--- src/rtl/spi_pkg.sv ---
// Shared types and helpers for the single-word SPI master.
// Holds the controller state encoding and the SCLK half-period divider.
package spi_pkg;

    typedef enum logic [1:0] {
        IDLE,
        LEAD,
        SHIFT,
        TRAIL
    } spi_state_e;

    // Half SCLK period in clk cycles, never below one cycle.
    function automatic int spi_half(input int sys_hz, input int sclk_hz);
        int h;
        h = sys_hz / (2 * sclk_hz);
        if (h < 1) begin
            h = 1;
        end
        return h;
    endfunction

endpackage

--- src/rtl/spi_master_ctrl_if.sv ---
// Host handshake and SPI pin bundle for spi_master_ctrl.
// master is the controller's view; slave is the host/pad view.
interface spi_master_ctrl_if #(
    parameter int DATA_WIDTH = 16
);

    logic                  start;
    logic [DATA_WIDTH-1:0] wr_data;
    logic [DATA_WIDTH-1:0] rd_data;
    logic                  busy;
    logic                  done;
    logic                  sclk;
    logic                  mosi;
    logic                  miso;
    logic                  ss;

    modport master (
        input  start,
        input  wr_data,
        input  miso,
        output rd_data,
        output busy,
        output done,
        output sclk,
        output mosi,
        output ss
    );

    modport slave (
        output start,
        output wr_data,
        output miso,
        input  rd_data,
        input  busy,
        input  done,
        input  sclk,
        input  mosi,
        input  ss
    );

endinterface

--- src/rtl/spi_sclk_gen.sv ---
// SCLK generator: half-period counter, registered sclk, edge strobes.
// Strobes are high in the cycle before sclk actually toggles.
module spi_sclk_gen #(
    parameter int HALF = 125,
    parameter bit CPOL = 1'b0
) (
    input  logic clk,
    input  logic rst,
    input  logic en,
    input  logic toggle_en,
    output logic sclk,
    output logic tick,
    output logic lead_edge,
    output logic trail_edge
);

    localparam int CW = (HALF > 1) ? $clog2(HALF) : 1;
    localparam logic [CW-1:0] CNT_MAX = CW'(HALF - 1);

    logic [CW-1:0] cnt;

    assign tick       = en && (cnt == CNT_MAX);
    assign lead_edge  = tick && toggle_en && (sclk == CPOL);
    assign trail_edge = tick && toggle_en && (sclk != CPOL);

    always_ff @(posedge clk or posedge rst) begin
        if (rst) begin
            cnt  <= '0;
            sclk <= CPOL;
        end else if (!en) begin
            cnt  <= '0;
            sclk <= CPOL;
        end else if (tick) begin
            cnt <= '0;
            if (toggle_en) begin
                sclk <= ~sclk;
            end
        end else begin
            cnt <= cnt + 1'b1;
        end
    end

endmodule

--- src/rtl/spi_master_ctrl.sv ---
// Single-word SPI master: FSM, tx/rx shift registers, edge counter.
// SCLK timing comes from spi_sclk_gen; all pins are registered.
module spi_master_ctrl
    import spi_pkg::*;
#(
    parameter bit CLK_POLARITY = 1'b0,
    parameter bit CLK_PHASE    = 1'b0,
    parameter int SYS_CLK_FREQ = 100_000_000,
    parameter int SCLK_FREQ    = 400_000,
    parameter int DATA_WIDTH   = 16
) (
    input logic              clk,
    input logic              rst,
    spi_master_ctrl_if.master bus
);

    localparam int HALF = spi_half(SYS_CLK_FREQ, SCLK_FREQ);
    localparam int ECW  = $clog2(2 * DATA_WIDTH);
    localparam logic [ECW-1:0] LAST_EDGE = ECW'(2 * DATA_WIDTH - 1);

    spi_state_e            state;
    logic [DATA_WIDTH-1:0] tx_sr;
    logic [DATA_WIDTH-1:0] tx_next;
    logic [DATA_WIDTH-1:0] rx_sr;
    logic [ECW-1:0]        edge_cnt;

    logic gen_en;
    logic toggle_en;
    logic tick;
    logic lead_edge;
    logic trail_edge;
    logic last_edge;
    logic sample_edge;
    logic shift_edge;

    assign gen_en    = (state != IDLE);
    assign toggle_en = (state == LEAD) || (state == SHIFT);
    assign last_edge = (edge_cnt == LAST_EDGE);
    assign tx_next   = tx_sr << 1;

    // CPHA=0 already drove the MSB at select time, so the final
    // trailing edge has no further bit to present.
    assign sample_edge = CLK_PHASE ? trail_edge : lead_edge;
    assign shift_edge  = CLK_PHASE ? lead_edge
                                   : (trail_edge && !last_edge);

    spi_sclk_gen #(
        .HALF (HALF),
        .CPOL (CLK_POLARITY)
    ) u_sclk_gen (
        .clk        (clk),
        .rst        (rst),
        .en         (gen_en),
        .toggle_en  (toggle_en),
        .sclk       (bus.sclk),
        .tick       (tick),
        .lead_edge  (lead_edge),
        .trail_edge (trail_edge)
    );

    always_ff @(posedge clk or posedge rst) begin
        if (rst) begin
            state       <= IDLE;
            tx_sr       <= '0;
            rx_sr       <= '0;
            edge_cnt    <= '0;
            bus.rd_data <= '0;
            bus.busy    <= 1'b0;
            bus.done    <= 1'b0;
            bus.ss      <= 1'b1;
            bus.mosi    <= 1'b0;
        end else begin
            bus.done <= 1'b0;

            if (sample_edge) begin
                rx_sr <= (rx_sr << 1) | DATA_WIDTH'(bus.miso);
            end

            if (shift_edge) begin
                tx_sr    <= tx_next;
                bus.mosi <= CLK_PHASE ? tx_sr[DATA_WIDTH-1]
                                      : tx_next[DATA_WIDTH-1];
            end

            if (tick && toggle_en) begin
                edge_cnt <= edge_cnt + 1'b1;
            end

            unique case (state)
                IDLE: begin
                    // done still high means this is the completion
                    // cycle; a restart is only taken one cycle later.
                    if (bus.start && !bus.done) begin
                        tx_sr    <= bus.wr_data;
                        rx_sr    <= '0;
                        edge_cnt <= '0;
                        bus.ss   <= 1'b0;
                        bus.busy <= 1'b1;
                        state    <= LEAD;
                        if (!CLK_PHASE) begin
                            bus.mosi <= bus.wr_data[DATA_WIDTH-1];
                        end
                    end
                end
                LEAD: begin
                    if (tick) begin
                        state <= SHIFT;
                    end
                end
                SHIFT: begin
                    if (tick && last_edge) begin
                        state <= TRAIL;
                    end
                end
                TRAIL: begin
                    if (tick) begin
                        bus.ss      <= 1'b1;
                        bus.busy    <= 1'b0;
                        bus.done    <= 1'b1;
                        bus.rd_data <= rx_sr;
                        state       <= IDLE;
                    end
                end
                default: begin
                    state <= IDLE;
                end
            endcase
        end
    end

endmodule

--- src/flat_wrapper.sv ---
// flat-port wrapper written by rule: the top's interface ports become plain ports
module spi_master_ctrl_flat import spi_pkg::*;
#(
    parameter bit CLK_POLARITY = 1'b0,
    parameter bit CLK_PHASE    = 1'b0,
    parameter int SYS_CLK_FREQ = 100_000_000,
    parameter int SCLK_FREQ    = 400_000,
    parameter int DATA_WIDTH   = 16
)
  (clk, rst, bus_start, bus_wr_data, bus_miso, bus_rd_data, bus_busy, bus_done, bus_sclk, bus_mosi, bus_ss);
  spi_master_ctrl_if #(.DATA_WIDTH(DATA_WIDTH)) bus_i ();
  input logic clk;
  input logic rst;
  input wire logic [$bits(bus_i.start)-1:0] bus_start;
  input wire logic [$bits(bus_i.wr_data)-1:0] bus_wr_data;
  input wire logic [$bits(bus_i.miso)-1:0] bus_miso;
  output wire logic [$bits(bus_i.rd_data)-1:0] bus_rd_data;
  output wire logic [$bits(bus_i.busy)-1:0] bus_busy;
  output wire logic [$bits(bus_i.done)-1:0] bus_done;
  output wire logic [$bits(bus_i.sclk)-1:0] bus_sclk;
  output wire logic [$bits(bus_i.mosi)-1:0] bus_mosi;
  output wire logic [$bits(bus_i.ss)-1:0] bus_ss;
  assign bus_i.start = bus_start;
  assign bus_i.wr_data = bus_wr_data;
  assign bus_i.miso = bus_miso;
  assign bus_rd_data = bus_i.rd_data;
  assign bus_busy = bus_i.busy;
  assign bus_done = bus_i.done;
  assign bus_sclk = bus_i.sclk;
  assign bus_mosi = bus_i.mosi;
  assign bus_ss = bus_i.ss;
  spi_master_ctrl #(.CLK_POLARITY(CLK_POLARITY), .CLK_PHASE(CLK_PHASE), .SYS_CLK_FREQ(SYS_CLK_FREQ), .SCLK_FREQ(SCLK_FREQ), .DATA_WIDTH(DATA_WIDTH)) u_core (.clk(clk), .rst(rst), .bus(bus_i));
endmodule
--- config.mk ---
export PLATFORM = sky130hd
export DESIGN_NAME = spi_master_ctrl_flat
export DESIGN_NICKNAME = d
export VERILOG_FILES = /design/src/rtl/spi_pkg.sv /design/src/rtl/spi_master_ctrl_if.sv /design/src/rtl/spi_sclk_gen.sv /design/src/rtl/spi_master_ctrl.sv /design/src/flat_wrapper.sv
export SDC_FILE = /design/constraint.sdc
export NUM_CORES = 1
export LEC_CHECK = 0
export BUFFER_PORTS_ARGS = -buffer_cell sky130_fd_sc_hd__buf_2
export CAP_MARGIN = 15
export CELL_PAD_IN_SITES_DETAIL_PLACEMENT = 1
export CELL_PAD_IN_SITES_GLOBAL_PLACEMENT = 1
export CORE_MARGIN = 4
export CORE_UTILIZATION = 25
export DETAILED_ROUTE_END_ITERATION = 6
export GPL_ROUTABILITY_DRIVEN = 0
export GPL_TIMING_DRIVEN = 0
export HOLD_SLACK_MARGIN = 0.08
export PLACE_DENSITY = 0.47
export SLEW_MARGIN = 10
export SYNTH_ARGS = -nofsm -noshare
export SYNTH_HDL_FRONTEND = slang
export SYNTH_SLANG_ARGS = --single-unit
--- constraint.sdc ---
create_clock -name clk -period 5.33 [get_ports clk]
set_input_delay 1.066 -clock clk [delete_from_list [all_inputs] [get_ports clk]]
set_output_delay 1.066 -clock clk [all_outputs]
set_load 0.005 [all_outputs]
Word level (Yosys, flattened, before mapping)

Cells that the tools add are included.

Add/subtract/negate cells: 2
Eq/ne operators: 11
Mux-type cells: 30
Bitwise operators: 2
Reduce and logical (&&, ||, !) cells: 17

Operator list:

| operator                                                               | number |
|---|---|
| 16-bit 2-to-1 mux                                                      | 6 |
| 16-bit by 1-bit OR with 16-bit output                                  | 1 |
| 5-bit 2-to-1 mux                                                       | 3 |
| 7-bit 2-to-1 mux                                                       | 2 |
| 1-bit 2-to-1 mux                                                       | 12 |
| 2-bit by 1-bit != test with 1-bit output (second input constant)       | 5 |
| 2-bit 2-to-1 mux                                                       | 4 |
| 2-bit case mux with 4 select lines                                     | 1 |
| 7-bit by 1-bit adder with 7-bit output (second input constant)         | 1 |
| 7-bit equality test (second input constant)                            | 1 |
| 1-bit logical AND                                                      | 7 |
| 5-bit by 1-bit adder with 5-bit output (second input constant)         | 1 |
| 5-bit equality test (second input constant)                            | 1 |
| 2-bit equality test (second input constant)                            | 2 |
| 1-bit case mux with 2 select lines                                     | 2 |
| 2-bit AND reduction                                                    | 2 |
| 4-bit AND reduction                                                    | 1 |
| 2-bit nonzero test                                                     | 2 |
| 3-bit AND reduction                                                    | 1 |
| 2-bit by 1-bit equality test with 1-bit output (second input constant) | 1 |
| 1-bit zero test                                                        | 2 |
| 2-bit zero test                                                        | 1 |
| 2-bit != test (second input constant)                                  | 1 |
| 1-bit logical OR                                                       | 1 |
| 1-bit inverter                                                         | 1 |

Register bits after elaboration: 67
Output and inout port bits: 21
Word-level logic and storage cells: 73

Logic depth before layout (Yosys ltp)

Gate-level depths: netlist (run 1).

Depth in word-level cells: 8
Gate-level depth with buffers: 9

Hierarchy

Synthesis (run 1) repeated with hierarchy kept, for this count alone.

Cell total of the unflattened synthesis: 256
Area total of the unflattened synthesis: 2997.9 sq um

Modules (own cells, without submodules):

| module          | instances | cells each | area each (sq um) | seq. area each (sq um) |
|---|---|---|---|---|
| spi_master_ctrl | 1         | 214        | 2586.2            | 1452.6 |
| spi_sclk_gen    | 1         | 42         | 411.6             | 200.2 |

Worst setup path after synthesis (run 1)

No wires, ideal clock.

Path kind: input -> register
Start: input port bus_start
End: register u_core.rx_sr[11]
Library setup time: 0.133 ns
Arrival: 1.997 ns
Setup slack: 3.200 ns
Stages on the path: 7
Cells stage by stage: nand2b_1 or2_2 clkbuf_1 buf_2 buf_2 nand3_1 o21ai_0

Word-level cells in the longest chain between the ends: 3

RTL lines:

| what                   | RTL line              | text |
|---|---|---|
| start: declaration     | flat_wrapper.sv:14    | `input wire logic [$bits(bus_i.start)-1:0] bus_start;` |
| 1-bit logical AND      | spi_master_ctrl.sv:93 | `if (bus.start && !bus.done) begin` |
| 16-bit 2-to-1 mux      | spi_master_ctrl.sv:93 |  |
| 16-bit 2-to-1 mux      | spi_master_ctrl.sv:89 | `unique case (state)` |
| end signal: assignment | spi_master_ctrl.sv:76 | `rx_sr <= (rx_sr << 1) \| DATA_WIDTH'(bus.miso);` |
| end: declaration       | spi_master_ctrl.sv:24 | `logic [DATA_WIDTH-1:0] rx_sr;` |

No other way between the ends.
A chain may end at the register's enable or synchronous reset.

Final worst setup path (run 1)

Start: register u_core.state[0]
End: register u_core.rx_sr[9]

Word-level cells in the longest chain between the ends: 7
Elaborated cells on any way between the ends: 11
Those cells by class: eq/ne: 2; mux: 3; reduce/logical: 6

RTL lines:

| what                                                                         | RTL line                                  | text |
|---|---|---|
| start: declaration                                                           | spi_master_ctrl.sv:21                     | `spi_state_e state;` |
| start signal: assignment                                                     | spi_master_ctrl.sv:63                     | `state <= IDLE;` |
| start signal: assignment                                                     | spi_master_ctrl.sv:99                     | `state <= LEAD;` |
| start signal: assignment                                                     | spi_master_ctrl.sv:107                    | `state <= SHIFT;` |
| 2-bit by 1-bit equality test with 1-bit output, or another cell as far along | spi_master_ctrl.sv:37                     | `assign toggle_en = (state == LEAD) \|\| (state == SHIFT);` |
| 1-bit logical OR / 1-bit logical AND (equally long branches)                 | spi_master_ctrl.sv:37, spi_sclk_gen.sv:22 |  |
| 1-bit logical AND (2 in a row)                                               | spi_sclk_gen.sv:23                        | `assign lead_edge = tick && toggle_en && (sclk == CPOL);` |
| 16-bit 2-to-1 mux                                                            | spi_master_ctrl.sv:75                     | `if (sample_edge) begin` |
| 16-bit 2-to-1 mux                                                            | spi_master_ctrl.sv:93                     |  |
| 16-bit 2-to-1 mux (*)                                                        | spi_master_ctrl.sv:89                     |  |

Every way passes the cells marked *; elsewhere a longest branch is shown, timed or not.

==> flow_summary.yaml, run 1 <==
yosys:
  synth_nets: 321
  yosys.cell_types.count: 32
  synth-edff-count: 0
  synthArstFlopShare_pct: 100
  synth_area_per_cell_um2: 10.2
  synth_cells: 291
  synth_top_area_share_pct: 54.9
  synth_commonest_cells: "65 x dfrtp_1, 48 x nand2_1, 32 x nor2_1"
  seq_area_frac_synth_pct: 55.7
  ys.warnings.count: 0
  synth-seq-cells: 66
  synth_ff_type: "dfrtp_1"
  synth_area_mm2: 0.00297
  synthTopCellsByArea: "dfrtp_1 55%, mux2_2 6.5%, nand2_1 6.1%, ha_1 4.2%, nor2_1 4.1%"
  synth.most_common_cell: "dfrtp_1"
  yosysTopAreaCell: "dfrtp_1"
sta:
  final.setup.tns_ns: 0
  hold_viol: 0
  slew_headroom_pct: 60.8
  fmax_ghz: 0.436
  clock_skew_ns: 0.00690
  fin_crit_sh_pct: 43.1
  report.final.slew_viol_count: 0
  rsz0062_at_grt: "no"
  worstMarginPinSlew_ns: 0.583
  fin_crit_ns: 2.30
  setup_viol: 0
setup_path:
  start_kind: "register"
  cp_data_required_time_ns: 5.52
  critPathMaxFanout: 10
  cp.arrival_ns: 2.49
  end_kind: "register"
  path_class: "register to register"
clock_tree:
  cts_buffer_depth: 2
  cts_num_sinks: 66
  cts_hold_buf: 0
  cts_resized: 0
  cts_root_buffer: "clkbuf_16"
  clk_latency_ns: 0.33
  htreeDepth: 3
  clk_pin_slew_ns: 0.06
  cts_setup_buffers: 0
  cts_made_buffers: 9
  tritoncts: "yes"
route:
  vias: 2248
  firstDrtPassIters: 4
  wirelength_um: 7110
  first_iter_violations: 55
  viasPerCell: 4.58
  postRouteAntennaNets: 0
  drc: 0
  wire_per_inst_um: 14.5
grt:
  gr-total-overflow: 0
  groute.usage.overall_pct: 11.7
  first_global_vias: 2435
  grt_max_degree: 37
  antenna_found_initial: 0
  grt_pass1_wl_um: 12300
power:
  switching_share_pct: 20.1
  p_leak_nw: 1.76
  seqPwrFrac_pct: 43.0
  powerDensity_mw_per_mm2: 324
  p_int_mw: 0.958
  fin_total_pwr_mw: 1.20
  p_clk_share_pct: 54.4
  p_comb_share_pct: 2.6
  p_sw_mw: 0.241
  peakVddDrop_v: 0.000165
placement:
  io_buffers: 40
  dp.final_hpwl_um: 5080
  placed_area_mm2: 0.00337
die:
  num_rows: 39
  coreArea_mm2: 0.0115
  initial_core_util_pct: 25.7
  die_w_um: 117
  dieHeight_um: 117
  die_area_mm2: 0.0137
  io_pins: 41
layout:
  diodes: 0
  fin_nets: 373
  final_area_mm2: 0.00370
  area.growth.synth_to_final_pct: 24.7
  final_layout_size_suffix_gt1_share_pct: 25.0
min_path:
  min_path_type: "register to register"
status:
  status: "finished clean"
flow_run:
  max-cap-violations: 0
[critical path, cell delays in order, from the launching register on]
cell      delay [ns]
dfrtp_1         0.41
inv_1           0.12
ha_1            0.29
nand4b_1        0.29
nor3_1          0.50
clkbuf_1        0.40
o21ai_0         0.16
[sequential cells by signal, indices dropped and copies added (netlist names), 2 cells and up]
name,flops
u_core.edge_cnt,5
u_core.rx_sr,16
u_core.bus.rd_data,16
u_core.tx_sr,15
u_core.state,2
u_core.u_sclk_gen.cnt,7
[layer usage]
metal	wire, um	track usage, %	part of all wire [%]	vias up
met3	211	3.44	3.0	13
met1	3340	14.8	47	1115
met2	3410	18.8	48	32
met5	0	0	0	-
li1	-	-	-	1088
met4	144	4.51	2.0	0
[path summary, 6_finish.rpt]
check | start | end | slack, ns | cells after the start
min in group asynchronous | rst | u_core.bus.rd_data[3] | 0.74 | 2
max in group asynchronous | rst | u_core.bus.ss | 4.01 | 3
hold / removal | u_core.bus.ss | u_core.bus.ss | 0.50 | 2
hold reg to reg | u_core.bus.ss | u_core.bus.ss | 0.50 | 2
setup / recovery | u_core.state[0] | u_core.rx_sr[9] | 3.03 | 6
setup reg to reg | u_core.state[0] | u_core.rx_sr[9] | 3.03 | 6
[final cells by class]
cell class                 instances  area (um^2)
timing repair buffer              41          220
multi-input combinational        202         1200
inverter                           7         28.8
fill                            1318         7820
clock buffer                      12          256
tap                              143          179
sequential                        66         1650
buffer                            16         87.6
clock inverter                     4         73.8
[power groups by stage]
stage               Sequential (mW)  Combinational [mW]  Clock, mW
floorplan                     0.523              0.0169          0
global placement              0.524              0.0308          0
detailed placement            0.524              0.0335          0
CTS                           0.515              0.0338      0.673
global route                  0.516              0.0376      0.697
finish                        0.515              0.0316      0.652
[cells by family (layout without fill, tap and decap cells)]
kind of cell | count (synthesis) | in the layout | share of synthesized area, %
AOI/OAI and AO/OA | 45 | 45 | 8.40
DFF | 66 | 66 | 55.7
xor gates and xnor gates | 8 | 8 | 2.36
buffers and inverters | 23 | 80 | 3.84
muxes | 20 | 20 | 7.47
adders and majority gates | 10 | 10 | 4.22
and+or+nand+nor | 119 | 119 | 18.0
[stage by stage]
stage / cells / util, % / hold slack [ns] / setup slack (ns)
3_3_place_gp: 474 / 29.0 / 0.480 / 1.52
2_1_floorplan: 291 / - / 0.466 / 2.61
5_1_grt: 491 / 32.1 / 0.517 / 2.69
3_5_place_dp: 475 / 29.2 / 0.486 / 2.86
6_report: 491 / 32.1 / 0.497 / 3.03
4_1_cts: 491 / 32.1 / 0.499 / 3.01
[cell usage in the layout (no fill, tap or decap), types with 2 or more instances in the layout]
cell type  instances
mux2_2            17
nor3_1             2
clkbuf_1           8
nand3_1           23
clkbuf_16          9
mux2i_1            3
xnor2_1            3
clkbuf_8           2
nand2b_1           2
ha_1              10
bufinv_16          2
nand2_1           48
inv_1              6
a31oi_1           11
nor2_1            32
a21oi_1           11
and3_1             5
xor2_1             5
buf_2             47
o21ai_0           19
dfrtp_1           65
Note: power is estimated with default switching activity, not from simulation.
==> run 2, diff against run 1 <==
--- a/config.mk
+++ b/config.mk
@@ -15,7 +15,7 @@
 export GPL_ROUTABILITY_DRIVEN = 0
 export GPL_TIMING_DRIVEN = 0
 export HOLD_SLACK_MARGIN = 0.08
-export PLACE_DENSITY = 0.47
+export PLACE_DENSITY = 0.48
 export SLEW_MARGIN = 10
 export SYNTH_ARGS = -nofsm -noshare
 export SYNTH_HDL_FRONTEND = slang
==> constraint.sdc (replaced) <==
create_clock -name clk -period 2 [get_ports clk]
set_input_delay 0.4 -clock clk [delete_from_list [all_inputs] [get_ports clk]]
set_output_delay 0.4 -clock clk [all_outputs]
set_load 0.005 [all_outputs]
==> run 2 against run 1 <==
Net effect:
- design area increased by 3.0%
- highest routed layer unchanged
- total power grew to 2.5 times the previous value
- sequential share of layout area shrank 1.2 points
- global-route usage barely moved
- clock power up 140%
- setup slack worse by 3.0 ns
- core utilization up 0.97 points
- wire length up 1.9%
- critical path type unchanged
- clock skew barely moved
- largest power group unchanged
- combinational power grew to 2.8 times the previous value
- critical path depth is the same
- critical endpoint is now u_core.state[1]
- count of clock-buffer cells in the layout unchanged
==> flow_summary.yaml, run 2 (same netlist as run 1, synthesis figures left out) <==
status:
  status: "finished clean"
route:
  postRouteAntennaNets: 0
  first_iter_violations: 77
  drc: 0
  vias: 2288
  wire_per_inst_um: 14.6
  viasPerCell: 4.61
  firstDrtPassIters: 4
  wirelength_um: 7250
setup_path:
  r2r-end: "u_core.state[1]"
  cp.arrival_ns: 2.13
  end_kind: "register"
  path_class: "register to register"
  cp_data_required_time_ns: 2.21
  start_kind: "register"
  rrSetupSlack_ns: 0.08
  reg2reg_from: "u_core.edge_cnt[0]"
  critPathMaxFanout: 2
  reg2regPathDepth: 6
clock_tree:
  htreeDepth: 3
  clk_latency_ns: 0.33
  cts_root_buffer: "clkbuf_16"
  cts_num_sinks: 66
  cts_made_buffers: 9
  tritoncts: "yes"
  clk_pin_slew_ns: 0.06
  cts_buffer_depth: 2
  cts_hold_buf: 0
die:
  die_area_mm2: 0.0137
  coreArea_mm2: 0.0115
  die_w_um: 117
  initial_core_util_pct: 25.7
  io_pins: 41
  dieHeight_um: 117
  num_rows: 39
sta:
  fin_crit_ns: 1.92
  setup_slack_ns: 0.0813
  slew_headroom_pct: 49.0
  fin_crit_sh_pct: 95.9
  hold_viol: 0
  clock_skew_ns: 0.00719
  fmax_ghz: 0.521
  setup_viol: 0
  worstMarginPinSlew_ns: 0.764
  final.setup.tns_ns: 0
  report.final.slew_viol_count: 0
placement:
  place_ws_ns: -0.306
  io_buffers: 40
  dp.final_hpwl_um: 5140
  dp_cells: 475
grt:
  groute.usage.overall_pct: 11.7
  first_global_vias: 2422
  grt_max_degree: 36
  antenna_found_initial: 0
  grt_pass1_wl_um: 12300
  gr-total-overflow: 0
layout:
  diodes: 0
  area.growth.synth_to_final_pct: 28.4
  fill_cells: 1325
  layout_common_cells: "63 x dfrtp_1, 48 x nand2_1, 42 x buf_2"
  mostFrequentLayoutCell: "dfrtp_1"
  finalNonFillerCells: 496
  fin_nets: 380
  top_regs: "u_core.bus.rd_data (16), u_core.rx_sr (16), u_core.tx_sr (15)"
  final_layout_size_suffix_gt1_share_pct: 30.6
power:
  p_int_mw: 2.41
  p_clk_share_pct: 51.8
  p_leak_nw: 1.78
  powerDensity_mw_per_mm2: 797
  p_comb_share_pct: 2.9
  p_sw_mw: 0.620
  peakVddDrop_v: 0.000302
  switching_share_pct: 20.4
  seqPwrFrac_pct: 45.3
min_path:
  min_path_type: "input port to async pin"
flow_run:
  max-cap-violations: 0
[run 2: cell types whose count changed in the layout (fill, tap and decap cells not counted), sizes merged]
cell      delta
clkinvlp     +2
bufinv       -1
clkbuf       +1
clkinv       -2
inv          -1
buf          +6
[run 2: how the worst max path moves through the flow]
stage | startpoint | endpoint | slack (ns) | cells past startpoint
finish | u_core.edge_cnt[0] | u_core.state[1] | 0.08 | 6
floorplan | u_core.state[0] | u_core.rx_sr[11] | 0.18 | 9
global placement | u_core.state[0] | u_core.rx_sr[10] | -0.26 | 6
detailed placement | u_core.state[0] | u_core.rx_sr[10] | -0.31 | 6
CTS | u_core.state[0] | u_core.tx_sr[4] | 0.006 | 9
global route | u_core.state[0] | u_core.rx_sr[13] | -0.01 | 9
[run 2: area by class of cell]
cell class	count	area, um^2	area share (%)
plain buffers	16	119	3.12
repair buffers	48	273	7.16
clock buffers	12	256	6.73
clock inverters	2	37.5	0.986
flip-flops and latches	66	1660	43.5
well taps	143	179	4.70
multi-input cells	202	1250	32.9
inverters	7	35.0	0.920
[run 2: metrics by stage]
| stage | power [mW] | cell area [um^2] | utilization, % | hold WS (ns) |
|---|---|---|---|---|
| 4_1_cts | 3.08 | 3700 | 32.1 | 0.229 |
| 3_5_place_dp | 1.49 | 3370 | 29.2 | 0.491 |
| 3_3_place_gp | 1.48 | 3350 | 29.1 | 0.484 |
| 6_report | 3.03 | 3810 | 33.1 | 0.204 |
| 5_1_grt | 3.15 | 3810 | 33.1 | 0.265 |
| 2_1_floorplan | 1.44 | 2970 | - | 0.466 |
[run 2: timing repair]
action / CTS / global route
buffers inserted: 0 / 7
pin swaps: 0 / 3
resized for setup: 13 / 22
endpoints found under the setup margin: 42 / 38
[run 2: worst max-delay path, cell delays in order (launching register included)]
cell,delay (ns)
dfrtp_1,0.38
ha_1,0.21
and3_1,0.19
ha_2,0.20
nand2b_1,0.15
a31oi_1,0.30
mux2_2,0.37
[run 2: layer usage]
metal,vias up,wire length (um),global-route usage (%),share of wire (%)
li1,1107,-,-,-
met1,1136,3440,15.2,47
met2,34,3430,18.6,47
met3,11,267,3.55,3.7
met4,0,112,3.82,1.5
met5,-,0,0,0
[run 2: power by group through the flow]
stage	combinational [mW]	sequential (mW)	clock, mW
3_5_place_dp	0.0897	1.40	0
4_1_cts	0.0899	1.37	1.62
6_report	0.0873	1.37	1.57
3_3_place_gp	0.0826	1.40	0
5_1_grt	0.103	1.38	1.67
2_1_floorplan	0.0455	1.39	0
